--- config.mk ---
export PLATFORM = sky130hd
export DESIGN_NAME = mouse_transmitter
export DESIGN_NICKNAME = d
export VERILOG_FILES = /design/src/rtl/mouse_transmitter.sv
export SDC_FILE = /design/constraint.sdc
export NUM_CORES = 1
export LEC_CHECK = 0
export ABC_AREA = 1
export ABC_CLOCK_PERIOD_IN_PS = 1900
export CAP_MARGIN = 0
export CORE_ASPECT_RATIO = 2
export CORE_MARGIN = 5
export CORE_UTILIZATION = 36
export DETAILED_ROUTE_END_ITERATION = 10
export PLACE_DENSITY = 0.64
export RECOVER_POWER = 100
export SYNTH_ARGS = -nofsm -noshare
export SYNTH_HDL_FRONTEND = slang
export SYNTH_SLANG_ARGS = --single-unit
--- constraint.sdc ---
create_clock -name CLK -period 1.9 [get_ports CLK]
set_input_delay 0.38 -clock CLK [delete_from_list [all_inputs] [get_ports CLK]]
set_output_delay 0.38 -clock CLK [all_outputs]
set_load 0.02 [all_outputs]
--- src/rtl/mouse_transmitter.sv ---
// Host-to-device PS/2 transmitter: inhibits the clock, issues request-to-send,
// shifts out one odd-parity frame on device clock edges and checks the ACK.
module mouse_transmitter #(
  parameter int INHIBIT_CYCLES = 6000,
  parameter int REQ_CYCLES     = 100,
  parameter int START_TIMEOUT  = 750000,
  parameter int BIT_TIMEOUT    = 100000
) (
  input  logic       CLK,
  input  logic       RESET,
  input  logic       CLK_MOUSE_IN,
  input  logic       DATA_MOUSE_IN,
  input  logic       SEND_BYTE,
  input  logic [7:0] BYTE_TO_SEND,
  output logic       CLK_MOUSE_OUT_EN,
  output logic       DATA_MOUSE_OUT_EN,
  output logic       BUSY,
  output logic       BYTE_SENT,
  output logic [1:0] ERROR_CODE,
  output logic [2:0] STATE
);

  localparam logic [2:0] S_IDLE       = 3'd0;
  localparam logic [2:0] S_INHIBIT    = 3'd1;
  localparam logic [2:0] S_REQ        = 3'd2;
  localparam logic [2:0] S_START_WAIT = 3'd3;
  localparam logic [2:0] S_SEND       = 3'd4;
  localparam logic [2:0] S_ACK_WAIT   = 3'd5;
  localparam logic [2:0] S_IDLE_WAIT  = 3'd6;
  localparam logic [2:0] S_DONE       = 3'd7;

  localparam int T_MAX_A = (INHIBIT_CYCLES > REQ_CYCLES) ? INHIBIT_CYCLES : REQ_CYCLES;
  localparam int T_MAX_B = (START_TIMEOUT > BIT_TIMEOUT) ? START_TIMEOUT : BIT_TIMEOUT;
  localparam int T_MAX   = (T_MAX_A > T_MAX_B) ? T_MAX_A : T_MAX_B;
  localparam int TW      = $clog2(T_MAX + 1);

  localparam logic [TW-1:0] INH_LAST   = TW'(INHIBIT_CYCLES - 1);
  localparam logic [TW-1:0] REQ_LAST   = TW'(REQ_CYCLES - 1);
  localparam logic [TW-1:0] START_LAST = TW'(START_TIMEOUT - 1);
  localparam logic [TW-1:0] BIT_LAST   = TW'(BIT_TIMEOUT - 1);

  logic [2:0]    state;
  logic [TW-1:0] timer;
  logic [9:0]    sreg;
  logic [3:0]    edge_cnt;
  logic [1:0]    err;
  logic          clk_s1, clk_s2, clk_prev;
  logic          data_s1, data_s2;
  logic          fall;

  assign fall = clk_prev & ~clk_s2;

  always_ff @(posedge CLK or negedge RESET) begin
    if (!RESET) begin
      state    <= S_IDLE;
      timer    <= '0;
      sreg     <= '0;
      edge_cnt <= '0;
      err      <= '0;
      clk_s1   <= 1'b0;
      clk_s2   <= 1'b0;
      clk_prev <= 1'b0;
      data_s1  <= 1'b0;
      data_s2  <= 1'b0;
    end else begin
      clk_s1   <= CLK_MOUSE_IN;
      clk_s2   <= clk_s1;
      clk_prev <= clk_s2;
      data_s1  <= DATA_MOUSE_IN;
      data_s2  <= data_s1;
      timer    <= timer + TW'(1);
      case (state)
        S_IDLE: begin
          timer <= '0;
          if (SEND_BYTE) begin
            sreg     <= {1'b1, ~^BYTE_TO_SEND, BYTE_TO_SEND};
            err      <= 2'b00;
            edge_cnt <= '0;
            state    <= S_INHIBIT;
          end
        end
        S_INHIBIT: if (timer == INH_LAST) begin
          state <= S_REQ;
          timer <= '0;
        end
        S_REQ: if (timer == REQ_LAST) begin
          state <= S_START_WAIT;
          timer <= '0;
        end
        S_START_WAIT: begin
          if (fall) begin
            state    <= S_SEND;
            edge_cnt <= 4'd1;
            timer    <= '0;
          end else if (timer == START_LAST) begin
            err[0] <= 1'b1;
            state  <= S_DONE;
          end
        end
        // Each device edge advances the frame; the tenth edge presents stop.
        S_SEND: begin
          if (fall) begin
            timer <= '0;
            sreg  <= {1'b0, sreg[9:1]};
            if (edge_cnt == 4'd9) begin
              edge_cnt <= 4'd10;
              state    <= S_ACK_WAIT;
            end else begin
              edge_cnt <= edge_cnt + 4'd1;
            end
          end else if (timer == BIT_LAST) begin
            err[0] <= 1'b1;
            state  <= S_DONE;
          end
        end
        S_ACK_WAIT: begin
          if (fall) begin
            err[1] <= data_s2;
            state  <= S_IDLE_WAIT;
            timer  <= '0;
          end else if (timer == BIT_LAST) begin
            err[0] <= 1'b1;
            state  <= S_DONE;
          end
        end
        S_IDLE_WAIT: begin
          if (clk_s2 && data_s2) begin
            state <= S_DONE;
          end else if (timer == BIT_LAST) begin
            err[0] <= 1'b1;
            state  <= S_DONE;
          end
        end
        S_DONE:  state <= S_IDLE;
        default: state <= S_IDLE;
      endcase
    end
  end

  // Outputs decode straight from state so an async reset releases the lines at once.
  always_comb begin
    CLK_MOUSE_OUT_EN  = (state == S_INHIBIT) || (state == S_REQ);
    DATA_MOUSE_OUT_EN = (state == S_REQ) || (state == S_START_WAIT) ||
                        ((state == S_SEND) && !sreg[0]);
    BUSY              = (state != S_IDLE);
    BYTE_SENT         = (state == S_DONE);
    ERROR_CODE        = err;
    STATE             = state;
  end

endmodule

==> flow_summary.json <==
{
  "outcome": "finished, final reports clean",
  "worst_path_max_delay_cell": "clkdlybuf4s50_1",
  "finalWirelength_um": 7440,
  "cts_sinks": 44,
  "drv_slew": 0,
  "row_count": 46,
  "dr_total_vias": 2692,
  "post-synth-top-area-fraction_pct": 38.4,
  "track_usage_pct": 16.5,
  "timing.critical_path.from_type": "flop",
  "clk_pin_slew_worst_paths_ns": 0.06,
  "timing.critical_path.required_ns": 1.52,
  "worst_endpoint_data_arrival_time_ns": 1.42,
  "cts_buf_count": 5,
  "fmax_mhz": 557,
  "antenna_cells_inserted": 0,
  "fp.coreArea_um2": 7890,
  "final.setup_skew_ns": 0.00451,
  "slew_headroom_pct": 34.8,
  "synth.yosys.warnings": 0,
  "pin_count": 22,
  "reg2regPathDepth": 8,
  "worst-slew-pin-transition_ns": 0.978,
  "max-clock-path-buffers": 2,
  "period_needed_ns": 1.80,
  "routedWlPerCell_um": 13.8,
  "number_of_enable_flip_flop_cells_after_synthesis": 0,
  "globalRoute.totalOverflow": 0,
  "crit-reg2reg-launch": "STATE[2]",
  "start_util_pct": 36.4,
  "ys_top_cells_by_area": "dfrtp_1 (38%), nand2_1 (16%), nor2_1 (8.0%)",
  "area.sequential_um2": 1100,
  "tns_ns": 0,
  "synth_top_family_by_area": "simple AND/OR/NAND/NOR gates",
  "cp.buffers_inverters": 2,
  "layout_worst_path_cycle_share_pct": 94.5,
  "final_setup_viols": 0,
  "placed_cells_incl_taps": 532,
  "detailed_place_hpwl_um": 6080,
  "n_fill_cell": 814,
  "clk-insertion-delay-late_ns": 0.28,
  "fin_cells": 539,
  "synth_compound_gate_area_share_pct": 8.08,
  "synth_xor_area_share_pct": 5.81,
  "gp_congestion": 0.949,
  "buffer_ports.inserted": 21,
  "htreeDepth": 2,
  "final_layout_size_suffix_gt1_share_pct": 9.93,
  "area_of_the_die_um2": 9960,
  "crit-reg2reg-capture": "sreg[6]",
  "synthArstFlopShare_pct": 100,
  "hold_buffers": 0,
  "most_common_library_cell_in_the_layout_ignoring_fill_and_taps": "nand2_1",
  "critical_path.endpoint_type": "output pin",
  "synth_adder_area_share_pct": 1.31,
  "reg2reg_slack_ns": 0.22,
  "postRouteAntennaNets": 0,
  "cts_tree": "done",
  "distinct_cell_type_count_after_synthesis": 33,
  "synthToLayoutAreaGrowth_pct": 18.7,
  "synth_top_cell_by_area": "dfrtp_1",
  "worst-setup-path-type": "flop to output pin",
  "worst_hold_path_type": "input pin to asynchronous set/reset pin",
  "antenna_found_initial": 0,
  "post_synth_and_or_nand_nor_area_fraction_pct": 37.0,
  "clock-root-buffer": "clkbuf_16",
  "crit_path_max_incr_delay_ns": 0.65,
  "number_of_cells_on_the_critical_path": 2,
  "postLayoutCoreUtil_pct": 43.2,
  "post_synthesis_instance_total": 404,
  "final_net_count": 459,
  "synth.cell_area_um2": 2870,
  "first_global_vias": 2866,
  "synthMuxAreaShare_pct": 0,
  "iter_0_drt_violations": 143,
  "crit_chain": "buf_4 > clkdlybuf4s50_1",
  "mostFrequentLayoutCells": "nand2_1 (122), nor2_1 (62), inv_1 (56), dfrtp_1 (44), nand3_1 (27)",
  "timing.critical_path.fanout_max": 6,
  "dieWidth_um": 73.1,
  "unrepaired_setup_endpoints_after_global_routing": "false",
  "maxCapViolCount": 0,
  "worst_ir_drop_vdd_mv": 0.633,
  "path_delay_family": "buffers and inverters",
  "postCtsSetupBuffers": 0,
  "power.leakage_nw": 1.71,
  "powerDensity_nw_per_um2": 1240,
  "final_hold_viol_count": 0,
  "first_pass_iters": 4,
  "remaining_drc_errors": 0,
  "synthesis.nets": 420,
  "avgViaCountPerCell": 4.99,
  "syn_area_per_cell_um2": 7.10,
  "p_total_w": 0.00422,
  "synth.yosys.seq_area_share_pct": 38.4,
  "multi_input_area_um2": 1480,
  "largest_net_degree_at_the_start_of_global_routing": 20,
  "number_of_flip_flops_and_latches_in_the_synthesized_netlist": 44,
  "die_height_um": 136,
  "grt_pass1_wl_um": 12700,
  "post_synth_top_flop": "dfrtp_1"
}
==> metrics by stage <==
stage | hold slack, ns | area [um^2] | worst slack (ns)
2_1_floorplan | 0.0844 | 2870 | 0.164
3_3_place_gp | 0.334 | 3270 | 0.128
3_5_place_dp | 0.339 | 3270 | 0.0981
4_1_cts | 0.0362 | 3450 | 0.0541
5_1_grt | 0.342 | 3400 | 0.0297
6_report | 0.231 | 3400 | 0.105
==> final cells by class <==
class | count | area share (%)
Tap cell | 96 | 3.53
Clock buffer | 5 | 3.68
Multi-Input combinational cell | 295 | 43.5
Timing Repair Buffer | 36 | 8.46
Sequential cell | 44 | 32.4
Inverter | 61 | 6.73
Clock inverter | 2 | 1.76
==> cell usage after synthesis (3+ instances only) <==
cell type / n
ha_1: 3
nand2_2: 3
o21ai_0: 5
xnor2_1: 8
inv_2: 4
nor2_2: 3
nand3_2: 3
xor2_1: 11
o211ai_1: 5
o22ai_1: 3
nor2_1: 61
o21ai_2: 7
a21oi_1: 5
nand4_1: 10
nand3_1: 27
a31oi_1: 4
nand2_1: 122
buf_6: 3
inv_1: 56
dfrtp_1: 44
==> state kept, by name, indices dropped and copies added (netlist names) <==
signal and count:
data_s2 1, STATE 3, clk_prev 1, timer 20
ERROR_CODE 2, clk_s1 1, edge_cnt 4, data_s1 1
clk_s2 1, sreg 10
==> cell families (layout without fill, tap and decap cells) <==
| logic type | count (synthesis) | after routing |
|---|---|---|
| AND/OR/NAND/NOR | 240 | 240 |
| buffers and inverters | 65 | 104 |
| flip-flops | 44 | 44 |
| AO/OA/AOI/OAI | 33 | 33 |
| XOR/XNOR | 19 | 19 |
| adder cells (fa/ha/maj) | 3 | 3 |
==> worst max-delay path by stage <==
stage                   from                end  slack [ns]
floorplan           STATE[2]  DATA_MOUSE_OUT_EN        0.16
detailed placement  STATE[1]   CLK_MOUSE_OUT_EN         0.1
finish              STATE[0]           STATE[0]        0.10
global placement    STATE[1]   CLK_MOUSE_OUT_EN        0.13
CTS                 STATE[1]   CLK_MOUSE_OUT_EN        0.05
global route        STATE[0]            sreg[6]        0.03
==> repair_timing <==
action,in CTS,in global routing
pin swaps,0,0
resized for setup,4,5
setup endpoints to repair,4,16
==> routing by layer <==
metal,share of wire (%),wire (um),vias to the layer above,track usage [%]
met3,3.0,220,38,2.07
met2,55,4110,78,31.2
met5,0,0,-,0
met4,7.2,538,0,12.1
li1,-,-,1344,-
met1,35,2570,1232,15.2
==> power breakdown <==
part | switching, W | total (W) | internal, W
clock network | 0.000348 | 0.00109 | 0.000746
registers | 0.000105 | 0.00125 | 0.00114
logic | 0.00121 | 0.00188 | 0.000664
total | 0.00167 | 0.00422 | 0.00255
Note: power is estimated with default switching activity, not from simulation.
